$ cat config.mk
export PLATFORM = sky130hd
export DESIGN_NAME = lights_out_controller
export DESIGN_NICKNAME = d
export VERILOG_FILES = /design/src/rtl/lights_out_pkg.sv /design/src/rtl/lights_out_edge_det.sv /design/src/rtl/lights_out_controller.sv
export SDC_FILE = /design/constraint.sdc
export NUM_CORES = 1
export LEC_CHECK = 0
export CAP_MARGIN = 20
export CELL_PAD_IN_SITES_DETAIL_PLACEMENT = 0
export CELL_PAD_IN_SITES_GLOBAL_PLACEMENT = 1
export CORE_UTILIZATION = 43
export CTS_CLUSTER_SIZE = 16
export DETAILED_ROUTE_END_ITERATION = 8
export PLACE_DENSITY = 0.88
export SLEW_MARGIN = 20
export SYNTH_ARGS = -nofsm -noshare
export SYNTH_HDL_FRONTEND = slang
export SYNTH_SLANG_ARGS = --single-unit
$ cat constraint.sdc
create_clock -name clk -period 5.5 [get_ports clk]
set_clock_uncertainty 0.05 [all_clocks]
set_input_delay 1.1 -clock clk [delete_from_list [all_inputs] [get_ports clk]]
set_output_delay 1.1 -clock clk [all_outputs]
set_load 0.1 [all_outputs]
$ cat src/rtl/lights_out_pkg.sv
// Lights Out shared types: FSM states, button bit positions, toggle-mask helper.
package lights_out_pkg;

    typedef enum logic [2:0] {
        IDLE,
        APPLY,
        CHECK,
        WON,
        SCRAMBLE
    } state_t;

    // Bit positions in the button vector {Toggle, Up, Down, Left, Right}
    localparam int BTN_RIGHT  = 0;
    localparam int BTN_LEFT   = 1;
    localparam int BTN_DOWN   = 2;
    localparam int BTN_UP     = 3;
    localparam int BTN_TOGGLE = 4;
    localparam int NBTN       = 5;

    localparam logic [15:0] LFSR_SEED   = 16'hACE1;
    localparam int          SCR_PRESSES = 16;

    // Cell idx is hit when pos is the cell itself or one of its in-grid neighbours
    function automatic logic [63:0] nbr_mask(input int pos, input int rows,
                                             input int cols);
        logic [63:0] m;
        int idx;
        m = '0;
        for (int r = 0; r < rows; r++) begin
            for (int c = 0; c < cols; c++) begin
                idx = r * cols + c;
                if (pos == idx ||
                    (r > 0        && pos == idx - cols) ||
                    (r < rows - 1 && pos == idx + cols) ||
                    (c > 0        && pos == idx - 1) ||
                    (c < cols - 1 && pos == idx + 1))
                    m[idx[5:0]] = 1'b1;
            end
        end
        return m;
    endfunction

endpackage

$ cat src/rtl/lights_out_edge_det.sv
// Registers the button vector and flags rising edges (cur=1, prev=0).
module lights_out_edge_det
    import lights_out_pkg::*;
(
    input  logic            clk,
    input  logic            reset,
    input  logic [NBTN-1:0] btn,
    output logic [NBTN-1:0] rise
);

    logic [NBTN-1:0] prev;

    always_ff @(posedge clk) begin
        if (reset) prev <= '0;
        else       prev <= btn;
    end

    assign rise = btn & ~prev;

endmodule

$ cat src/rtl/lights_out_controller.sv
// Lights Out sequencer: cursor, board, move counter and win flag.
// Optional LIGHTS_OUT_SCRAMBLE_EN: LFSR-driven board scramble after reset.
module lights_out_controller
    import lights_out_pkg::*;
#(
    parameter int                   ROWS         = 6,
    parameter int                   COLS         = 6,
    parameter logic [ROWS*COLS-1:0] INIT_PATTERN = 36'h0_0000_0043,
    parameter int                   MCNT_W       = 10
) (
    input  logic                 clk,
    input  logic                 reset,
    input  logic                 Left,
    input  logic                 Right,
    input  logic                 Up,
    input  logic                 Down,
    input  logic                 Toggle,
    output logic [5:0]           Position,
    output logic [ROWS*COLS-1:0] board,
    output logic [MCNT_W-1:0]    move_count,
    output logic                 busy,
    output logic                 win
);

    localparam int CELLS = ROWS * COLS;

    state_t          state;
    logic [2:0]      row;
    logic [2:0]      col;
    logic [NBTN-1:0] btn;
    logic [NBTN-1:0] rise;
    logic [CELLS-1:0] cur_mask;

    assign btn = {Toggle, Up, Down, Left, Right};

    lights_out_edge_det u_edge (
        .clk   (clk),
        .reset (reset),
        .btn   (btn),
        .rise  (rise)
    );

    assign Position = 6'(int'(row) * COLS + int'(col));
    assign cur_mask = CELLS'(nbr_mask(int'(Position), ROWS, COLS));
    assign busy     = (state != IDLE);

`ifdef LIGHTS_OUT_SCRAMBLE_EN
    logic [15:0]      lfsr;
    logic [4:0]       scnt;
    logic [CELLS-1:0] scr_mask;
    logic [CELLS-1:0] zero_mask;

    assign scr_mask  = CELLS'(nbr_mask(int'(lfsr) % CELLS, ROWS, COLS));
    assign zero_mask = CELLS'(nbr_mask(0, ROWS, COLS));
`endif

    always_ff @(posedge clk) begin
        if (reset) begin
            row        <= '0;
            col        <= '0;
            board      <= INIT_PATTERN;
            move_count <= '0;
            win        <= 1'b0;
`ifdef LIGHTS_OUT_SCRAMBLE_EN
            state      <= SCRAMBLE;
            lfsr       <= LFSR_SEED;
            scnt       <= '0;
`else
            state      <= IDLE;
`endif
        end else begin
            unique case (state)
                IDLE: begin
                    // Only the highest-priority edge acts; a clamped move still wins
                    if (rise[BTN_TOGGLE]) begin
                        state <= APPLY;
                    end else if (rise[BTN_UP]) begin
                        if (row != 3'd0) row <= row - 3'd1;
                    end else if (rise[BTN_DOWN]) begin
                        if (row != 3'(ROWS - 1)) row <= row + 3'd1;
                    end else if (rise[BTN_LEFT]) begin
                        if (col != 3'd0) col <= col - 3'd1;
                    end else if (rise[BTN_RIGHT]) begin
                        if (col != 3'(COLS - 1)) col <= col + 3'd1;
                    end
                end
                APPLY: begin
                    board <= board ^ cur_mask;
                    if (move_count != '1) move_count <= move_count + 1'b1;
                    state <= CHECK;
                end
                CHECK: begin
                    if (board == '0) begin
                        win   <= 1'b1;
                        state <= WON;
                    end else begin
                        state <= IDLE;
                    end
                end
                WON: begin
                end
                SCRAMBLE: begin
`ifdef LIGHTS_OUT_SCRAMBLE_EN
                    if (scnt != 5'(SCR_PRESSES)) begin
                        board <= board ^ scr_mask;
                        lfsr  <= {lfsr[14:0],
                                  lfsr[15] ^ lfsr[13] ^ lfsr[12] ^ lfsr[10]};
                        scnt  <= scnt + 5'd1;
                    end else begin
                        if (board == '0) board <= board ^ zero_mask;
                        state <= IDLE;
                    end
`else
                    state <= IDLE;
`endif
                end
                default: state <= IDLE;
            endcase
        end
    end

endmodule

==> impl_metrics.py <==
metrics = {
    "logic_synthesis": {
        "synth_area_um2": 3840,
        "synth_cell_types": 66,
        "syn_nets": 500,
        "yosysWarnings": 0,
        "synth.top_cell.area_share_pct": 31.2,
        "synth_area_leader_cell": "dfxtp_1",
        "yosysSeqAreaShare_pct": 31.2,
        "ys_async_sr_fraction_pct": 0,
        "synth-seq-cells": 60,
        "synthTopCellsByCount": "nor2_1 (62), dfxtp_1 (60), nand2_1 (34), inv_1 (24)",
        "yosys-top-cells-area": "dfxtp_1 (31%), nor2_1 (6.1%), xor2_1 (4.6%)",
        "syn_area_per_cell_um2": 7.99,
        "ys.flop_type": "dfxtp_1",
        "synth.most_common_cell": "nor2_1",
        "synth_edf_count": 0,
        "synth_cells": 481,
    },
    "grt": {
        "grt_use_total_pct": 24.1,
        "grt_overflow": 0,
        "antenna_found_initial": 0,
        "grt_pass1_wl_um": 17100,
        "grt_pass1_vias": 3459,
        "grt_max_degree": 61,
    },
    "setup_path": {
        "cp_max_fo": 14,
        "cp.required_ps": 4350,
        "crit_arrival_ps": 3260,
        "reg2reg_depth": 8,
        "crit_path_end_kind": "primary output",
        "crit_type": "flip-flop to primary output",
        "critPathLaunchType": "flip-flop",
        "r2r-end": "board[29]",
        "reg2reg_slack_ps": 1740,
        "regToRegStartpoint": "row[2]",
    },
    "worst_hold_path": {
        "hp-class": "flip-flop to flip-flop",
        "min_from": "win",
        "holdPathEnd": "win",
        "hold_depth": 2,
    },
    "cells_and_area": {
        "final_layout_size_suffix_gt1_share_pct": 8.08,
        "n_antenna_cell": 0,
        "fin_area_um2": 4670,
        "syn2layout_area_growth_pct": 21.5,
        "final_nets": 546,
    },
    "job": {
        "max_cap_violations": 0,
    },
    "detailed_routing": {
        "vias": 3779,
        "wl_per_cell_um": 16.3,
        "route.met2.wl_um": 4570,
        "postRouteAntennaNets": 0,
        "drc": 0,
        "drt-total-wl_um": 10400,
        "met1_length_um": 4750,
        "drt-vias-per-instance": 5.90,
        "top_layer": "met4",
        "drt-initial-drc-count": 320,
        "met3WireLength_um": 773,
        "drtPass1Iterations": 5,
    },
    "clock_tree": {
        "clockBufferDepth": 2,
        "postCtsSetupRepairBufs": 0,
        "cts_made_buffers": 9,
        "insertion_delay_ps": 360,
        "path_clk_slew_ps": 80,
        "cts_sinks": 60,
        "hold_buffers": 0,
        "cts_resized": 0,
        "h-tree-depth": 3,
        "clock-root-buffer": "clkbuf_8",
        "cts_tree": "built",
    },
    "pwr": {
        "cellPowerDensity_nw_per_um2": 333,
        "irDropWorstVdd_v": 0.000196,
        "p_sw_share_pct": 44.3,
        "total_power_w": 0.00156,
        "power.leakage_nw": 1.71,
        "combinationalPowerShare_pct": 41.7,
        "p_seq_share_pct": 31.2,
        "p_int_w": 0.000867,
        "switchingPower_w": 0.000689,
        "clockPowerShare_pct": 27.1,
    },
    "sta": {
        "finalHoldViolations": 0,
        "slew_headroom_pct": 34.6,
        "tightest_slew_ps": 978,
        "rsz0062_at_grt": "no",
        "finalCriticalPeriod_ps": 4410,
        "fin_crit_sh_pct": 80.1,
        "slew_viol_final": 0,
        "finalSetupTns_ps": 0,
        "clock.fmax_mhz": 227,
        "finalSetupViolCount": 0,
    },
    "die": {
        "num_io_pins": 61,
        "initial_core_util_pct": 44.3,
        "core_um2": 8680,
        "die-width_um": 96.6,
        "die-height_um": 96.6,
        "dieArea_um2": 9320,
        "rows": 34,
    },
    "place": {
        "io_buffer_count": 60,
        "dp_hpwl_um": 7300,
        "globalplace.congestion": 0.912,
        "placed_area_um2": 4460,
    },
    "outcome": {
        "status": "complete, no violations",
    },
}
-- power groups by stage --
stage / clock network (W) / logic [W] / registers (W)
after detailed placement: 0 / 0.000634 / 0.000495
final: 0.000422 / 0.000648 / 0.000485
after global placement: 0 / 0.000634 / 0.000494
after floorplan: 0 / 0.000394 / 0.000607
after CTS: 0.000430 / 0.000638 / 0.000485
after global routing: 0.000448 / 0.000690 / 0.000490
-- worst max-delay path by stage --
| stage | startpoint | to |
|---|---|---|
| CTS | row[0] | Position[4] |
| floorplan | row[1] | Position[5] |
| detailed placement | row[0] | Position[4] |
| finish | row[2] | Position[4] |
| global placement | row[2] | Position[4] |
| global route | row[0] | Position[4] |
-- cells in the final DEF (no fill, tap or decap), drive strengths merged, types with 4 or more instances in the layout --
master,n
a211oi,11
a21o,4
a21oi,22
a22oi,5
a31oi,6
and3,7
buf,8
clkbuf,10
clkdlybuf4s50,55
dfxtp,60
fa,4
ha,8
inv,27
mux2,5
nand2,34
nand3,22
nand4,12
nor2,62
nor2b,14
nor3,14
nor3b,4
nor4,14
o211ai,4
o21ai,19
o22ai,4
or3,6
xnor2,19
xor2,21
-- cell type report --
| type | instances | area [um2] |
|---|---|---|
| multi-input cells | 368 | 2430 |
| inverters | 25 | 93.8 |
| well taps | 108 | 135 |
| repair buffers | 63 | 608 |
| fillers | 858 | 4010 |
| flip-flops and latches | 60 | 1200 |
| clock buffers | 10 | 138 |
| clock inverters | 6 | 71.3 |
-- metrics by stage --
step	utilization [%]	cells	hold WS [ps]	worst slack [ps]
after floorplan	-	481	431	1060
after global placement	51.4	624	418	1610
after detailed placement	51.4	624	419	1560
after global routing	53.8	640	496	847
after CTS	53.8	640	438	1160
final	53.8	640	431	1090
-- cells by family after synthesis --
kind of cell / Yosys count / share of synthesized area, %
DFF: 60 / 31.2
muxes: 9 / 2.83
buffers and inverters: 53 / 5.66
AOI/OAI and AO/OA: 99 / 17.2
adders and majority gates: 12 / 4.69
and+or+nand+nor: 205 / 26.9
xor gates and xnor gates: 43 / 11.5
-- critical path: stages, from the launching register on --
cell	delay, ps
dfxtp_1	540
inv_1	150
fa_1	820
inv_1	140
a21oi_1	240
nor2_1	80
buf_4	200
inv_1	360
buf_4	380
-- flip-flops by register name (all words and copies together), names as in the netlist --
| name | flops |
|---|---|
| win | 1 |
| row | 3 |
| state | 2 |
| board | 36 |
| col | 3 |
| u_edge.prev | 5 |
| move_count | 10 |
-- routing by layer --
layer	track usage, %	up-vias
met4	12.3	0
met2	36.2	183
li1	-	1798
met3	3.21	29
met5	0	-
met1	33.6	1769
Power figures use the tool's default switching activity.
